## src/rtl/jk_bank_arbiter.sv

```systemverilog
// Round-robin req/ack arbiter sequencing one requester's J/K command onto a shared JK bank.
// Build option: define JK_ARB_FIXED_PRI_EN to pin the pointer at 0 (lowest index always wins).
module jk_bank_arbiter #(
  parameter int NREQ  = 4,
  parameter int WIDTH = 8
) (
  input  logic                     clk,
  input  logic                     reset_n,
  input  logic [NREQ-1:0]          req,
  input  logic [NREQ*WIDTH-1:0]    cmd_j,
  input  logic [NREQ*WIDTH-1:0]    cmd_k,
  output logic [NREQ-1:0]          grant,
  output logic                     ack,
  output logic                     busy,
  output logic [WIDTH-1:0]         q
);

  localparam int IW = $clog2(NREQ);

  typedef enum logic [1:0] {
    st_idle  = 2'd0,
    st_apply = 2'd1,
    st_wait  = 2'd2
  } state_t;

  state_t           state_r, state_s;
  logic [IW-1:0]    ptr_r, ptr_s, win_r, win_s, pick_s, next_ptr_s;
  logic [NREQ-1:0]  grant_r, grant_s;
  logic             ack_r, ack_s, busy_r;
  logic [WIDTH-1:0] q_r, q_s, j_sel_s, k_sel_s;

  function automatic logic [IW-1:0] wrap_add(input logic [IW-1:0] base, input int off);
    int s;
    s = (int'(base) + off) % NREQ;
    return s[IW-1:0];
  endfunction

  // JK characteristic per bit: 00 hold, 01 clear, 10 set, 11 toggle
  function automatic logic [WIDTH-1:0] jk_update(input logic [WIDTH-1:0] cur,
                                                 input logic [WIDTH-1:0] j,
                                                 input logic [WIDTH-1:0] k);
    return (j & ~cur) | (~k & cur);
  endfunction

  // Winner search: lowest offset from the pointer wins, so scan from the far end down
  always_comb begin
    pick_s = ptr_r;
    for (int off = NREQ - 1; off >= 0; off--) begin
      pick_s = req[wrap_add(ptr_r, off)] ? wrap_add(ptr_r, off) : pick_s;
    end
  end

  // Select the granted requester's J/K slice
  always_comb begin
    j_sel_s = {WIDTH{1'b0}};
    k_sel_s = {WIDTH{1'b0}};
    for (int i = 0; i < NREQ; i++) begin
      j_sel_s = j_sel_s | (cmd_j[i*WIDTH +: WIDTH] & {WIDTH{win_r == IW'(i)}});
      k_sel_s = k_sel_s | (cmd_k[i*WIDTH +: WIDTH] & {WIDTH{win_r == IW'(i)}});
    end
  end

  // Pointer after a transaction closes
  always_comb begin
`ifdef JK_ARB_FIXED_PRI_EN
    next_ptr_s = {IW{1'b0}};
`else
    next_ptr_s = wrap_add(win_r, 1);
`endif
  end

  // Next-state and next-output logic
  always_comb begin
    state_s = state_r;
    ptr_s   = ptr_r;
    win_s   = win_r;
    grant_s = grant_r;
    ack_s   = ack_r;
    q_s     = q_r;
    case (state_r)
      st_idle: begin
        if (|req) begin
          win_s   = pick_s;
          grant_s = {{(NREQ-1){1'b0}}, 1'b1} << pick_s;
          state_s = st_apply;
        end else begin
          state_s = st_idle;
        end
      end
      st_apply: begin
        if (req[win_r]) begin
          q_s     = jk_update(q_r, j_sel_s, k_sel_s);
          ack_s   = 1'b1;
          state_s = st_wait;
        end else begin
          grant_s = {NREQ{1'b0}};
          ptr_s   = next_ptr_s;
          state_s = st_idle;
        end
      end
      st_wait: begin
        if (!req[win_r]) begin
          ack_s   = 1'b0;
          grant_s = {NREQ{1'b0}};
          ptr_s   = next_ptr_s;
          state_s = st_idle;
        end else begin
          state_s = st_wait;
        end
      end
      default: begin
        state_s = st_idle;
        grant_s = {NREQ{1'b0}};
        ack_s   = 1'b0;
      end
    endcase
  end

  // State and output registers, updated on the falling edge
  always_ff @(negedge clk or negedge reset_n) begin
    if (!reset_n) begin
      state_r <= st_idle;
      ptr_r   <= {IW{1'b0}};
      win_r   <= {IW{1'b0}};
      grant_r <= {NREQ{1'b0}};
      ack_r   <= 1'b0;
      busy_r  <= 1'b0;
      q_r     <= {WIDTH{1'b0}};
    end else begin
      state_r <= state_s;
      ptr_r   <= ptr_s;
      win_r   <= win_s;
      grant_r <= grant_s;
      ack_r   <= ack_s;
      busy_r  <= (state_s != st_idle);
      q_r     <= q_s;
    end
  end

  assign grant = grant_r;
  assign ack   = ack_r;
  assign busy  = busy_r;
  assign q     = q_r;

endmodule

```

## config.mk

```make
export PLATFORM = sky130hd
export DESIGN_NAME = jk_bank_arbiter
export DESIGN_NICKNAME = d
export VERILOG_FILES = /design/src/rtl/jk_bank_arbiter.sv
export SDC_FILE = /design/constraint.sdc
export NUM_CORES = 1
export LEC_CHECK = 0
export CAP_MARGIN = 20
export CELL_PAD_IN_SITES_DETAIL_PLACEMENT = 0
export CELL_PAD_IN_SITES_GLOBAL_PLACEMENT = 1
export CORE_ASPECT_RATIO = 0.9
export CORE_UTILIZATION = 28
export DETAILED_ROUTE_END_ITERATION = 8
export GPL_ROUTABILITY_DRIVEN = 0
export PLACE_DENSITY_LB_ADDON = 0.12
export SLEW_MARGIN = 30
export SYNTH_ARGS = -nofsm -noshare
export SYNTH_HDL_FRONTEND = slang
export SYNTH_SLANG_ARGS = --single-unit
```

## constraint.sdc

```tcl
create_clock -name clk -period 2.95 [get_ports clk]
set_input_delay 0.7375 -clock clk [delete_from_list [all_inputs] [get_ports clk]]
set_output_delay 0.7375 -clock clk [all_outputs]
set_load 0.01 [all_outputs]
```

==> metrics.md <==
| Metric | Value |
|---|---|
| Clock Pin Slew Worst Setup and Hold Paths | `roughly 0.050 ns` |
| Seq/Total Area, Yosys | `37.66%` |
| Via Count | `about 1,500` |
| Hold Fails Final Rpt | `0` |
| CTS buffer count | `3` |
| Iter 0 DRT Violations | `slightly below 50` |
| CTS tree | `yes` |
| Die W | `roughly 75 um` |
| Syn_nets | `about 210` |
| DP Cell Count | `about 280` |
| Top cell type's share of synthesized area | `~38%` |
| Remaining DRCs | `0` |
| Maximum fanout along the worst path | `6` |
| Layout Nets | `between 300 and 400` |
| Crit. End Element | `flop` |
| Input/output buffers | `83` |
| Worst vdd ir | `0.3818 mV` |
| Mapped Cells | `130` |
| Slew at the pin closest to its max-slew limit | `0.7716 ns` |
| Failing checks | `negative setup slack` |
| Register area | `around 500 sq um` |
| Unique masters post-synth | `31` |
| IO Count | `84` |
| First-pass DRT Iterations | `4` |
| Startpoint Class | `primary input` |
| GR Overflow Total | `0` |
| Placed instance area | `between 2000 and 2500 sq um` |
| Status | `finished with violations` |
| # rows | `23` |
| Slew HR | `about half` |
| Type of the most critical hold path | `reg2reg` |
| Synth Register Bits | `20` |
| Initial antenna violation count | `0` |
| WL/cell | `15.79 um` |
| Synth area leader | `dfrtn_1` |
| Post-route core utilization | `between 50% and 60%` |
| Pwr/cell area | `a little under 900 nW/um^2` |
| Clk sink count | `20` |
| Worst path slowest cell | `mux4_2` |
| Max-slew violation count | `0` |
| Fraction of layout cells with a size suffix above 1 | `approximately a third` |
| Detailed placement HPWL | `about 3500 um` |
| Vias in the first global route | `1,515` |
| Commonest non-fill, non-tap cells in the layout | `65 x clkdlybuf4s50_1, 26 x buf_4, 20 x dfrtn_1` |
| Initial Utilization | `29.41%` |
| Die height | `slightly below 70 um` |
| Synth area leaders | `dfrtn_1 38%, a221oi_1 11%, a22o_1 11%, ha_1 6.6%, o31ai_1 4.5%` |
| Max incr delay on CP | `between 0.5 and 0.6 ns` |
| Via density | `about 5` |
| Kind of critical path | `in2reg` |
| Setup violators final | `34` |
| Pin count of the biggest net entering global routing | `21` |
| Total track usage | `between 10% and 20%` |
| Finished Layout Cells | `around 300` |
| Crit-path cells | `buf_8, mux4_2, a32o_2, a32o_1` |
| Worst Setup Slack, final | `-0.2841 ns` |
| Core area | `about 4500 sq um` |
| First-pass GRT wire length | `6934 um` |
| Multi-input logic area | `approximately 880 sq um` |
| Syn-to-layout area delta | `95.20%` |
| Leak Pwr | `between 0.001 and 0.0015 uW` |
| Fill count | `between 400 and 500` |
| Total wire length | `~4800 um` |
| Worst skew pair latency | `0.27 ns` |
| CTS Hold Buffers Added | `0` |
| # diodes | `0` |
| CTS root buf | `clkbuf_8` |
| Skew final | `between 0.003 and 0.004 ns` |
| Synth Warn # | `0` |
| RSZ-0062 raised after global routing | `true` |
| Die area | `5026 sq um` |
| Commonest non-fill, non-tap cell in the layout | `clkdlybuf4s50_1` |
| Syn Area/Cell | `10.22 sq um` |
| Critical Path RT | `approximately 1.6 ns` |
| Routed Antenna Nets | `0` |
| H-tree depth | `1` |
| WP data arrival | `roughly 1.9 ns` |
| Mapped Area | `1329 sq um` |
| Clock Path Buffers | `2` |
| Final Instance Area | `approximately 2600 sq um` |
| Max Cap Viol | `0` |
==> power breakdown <==
part | internal (uW) | switching (uW)
Combinational | 794 | 689
Sequential | 416 | 114
Clock | 181 | 92.3
==> layer usage <==
layer / routed length, um / vias to the layer above / GRT usage [%] / share of wire [%]
met5: 0 / - / 0 / 0
met3: 258 / 8 / 5.075 / 5.4
met2: 2437 / 51 / 30.29 / 51
li1: - / 748 / - / -
met1: 1986 / 731 / 22.99 / 42
met4: 70 / 0 / 7.311 / 1.5
==> through the flow <==
step           setup TNS (ns)  hold WS (ns)  power, uW  setup WS, ns
6_report               -5.102        0.4496       2286       -0.2841
5_1_grt                -6.002        0.4821       2453       -0.2933
4_1_cts                -4.828        0.4385       2191       -0.2831
3_5_place_dp           -21.91        0.4439       1826        -1.065
3_3_place_gp           -21.33        0.4362       1797        -1.024
2_1_floorplan          -5.579        0.4503       1265       -0.4339
==> final cells by class <==
class,count,area share [%]
Clock buffer,3,1.592
Clock inverter,1,1.158
Multi-Input combinational cell,95,33.91
Inverter,6,0.8683
Tap cell,62,2.991
Sequential cell,20,19.30
Timing Repair Buffer,114,40.18
==> worst max-delay path, delay by kind of cell <==
family	cells	cell delay, ns
muxes	1	0.54
AOI/OAI and AO/OA	2	0.50
buffers and inverters	1	0.10
==> flip-flops by register name (all words and copies together), names as in the netlist <==
register,count
q,8
grant,4
ptr_r,2
state_r,2
win_r,2
ack,1
busy,1
==> logic make-up (layout without fill, tap and decap cells) <==
| group | after synthesis | after routing | share of synthesized area (%) |
|---|---|---|---|
| AND/OR/NAND/NOR | 16 | 16 | 6.308 |
| AO/OA/AOI/OAI | 69 | 69 | 41.24 |
| buffers and inverters | 15 | 124 | 4.520 |
| adder cells (fa/ha/maj) | 7 | 7 | 6.591 |
| flip-flops | 20 | 20 | 37.66 |
| multiplexers | 3 | 3 | 3.672 |
==> synthesized netlist by cell type, drive strengths merged <==
| library cell | count |
|---|---|
| nand2b | 1 |
| nand2 | 5 |
| ha | 7 |
| a21boi | 1 |
| o211a | 1 |
| nor3 | 1 |
| a32o | 5 |
| a22o | 16 |
| dfrtn | 20 |
| a211o | 1 |
| a21oi | 4 |
| clkbuf | 8 |
| a21bo | 1 |
| buf | 1 |
| nor2 | 6 |
| inv | 6 |
| a31oi | 1 |
| mux4 | 1 |
| a221oi | 16 |
| o211ai | 1 |
| mux2 | 2 |
| and2b | 1 |
| nor2b | 2 |
| o41ai | 1 |
| o21ai | 13 |
| o31ai | 8 |
==> path summary, 6_finish.rpt <==
kind / startpoint / to / slack, ns / cells after the start
min in group asynchronous: reset_n / grant[3]$_DFFE_NN0P_ / 2.17 / 2
min: grant[0]$_DFFE_NN0P_ / grant[0]$_DFFE_NN0P_ / 0.45 / 1
max in group asynchronous: reset_n / q[1]$_DFFE_NN0P_ / 0.61 / 2
max: req[2] / grant[2]$_DFFE_NN0P_ / -0.28 / 4
max reg2reg: win_r[1]$_DFFE_NN0P_ / q[1]$_DFFE_NN0P_ / 1.00 / 5
min reg2reg: grant[0]$_DFFE_NN0P_ / grant[0]$_DFFE_NN0P_ / 0.45 / 1
==> what timing repair did <==
item                                    in CTS  in global routing
endpoints found under the setup margin      34                 34
buffers inserted                             9                  5
gates resized for setup                     93                 10
pin swaps                                    9                  5
(Power assumes the default switching activity.)
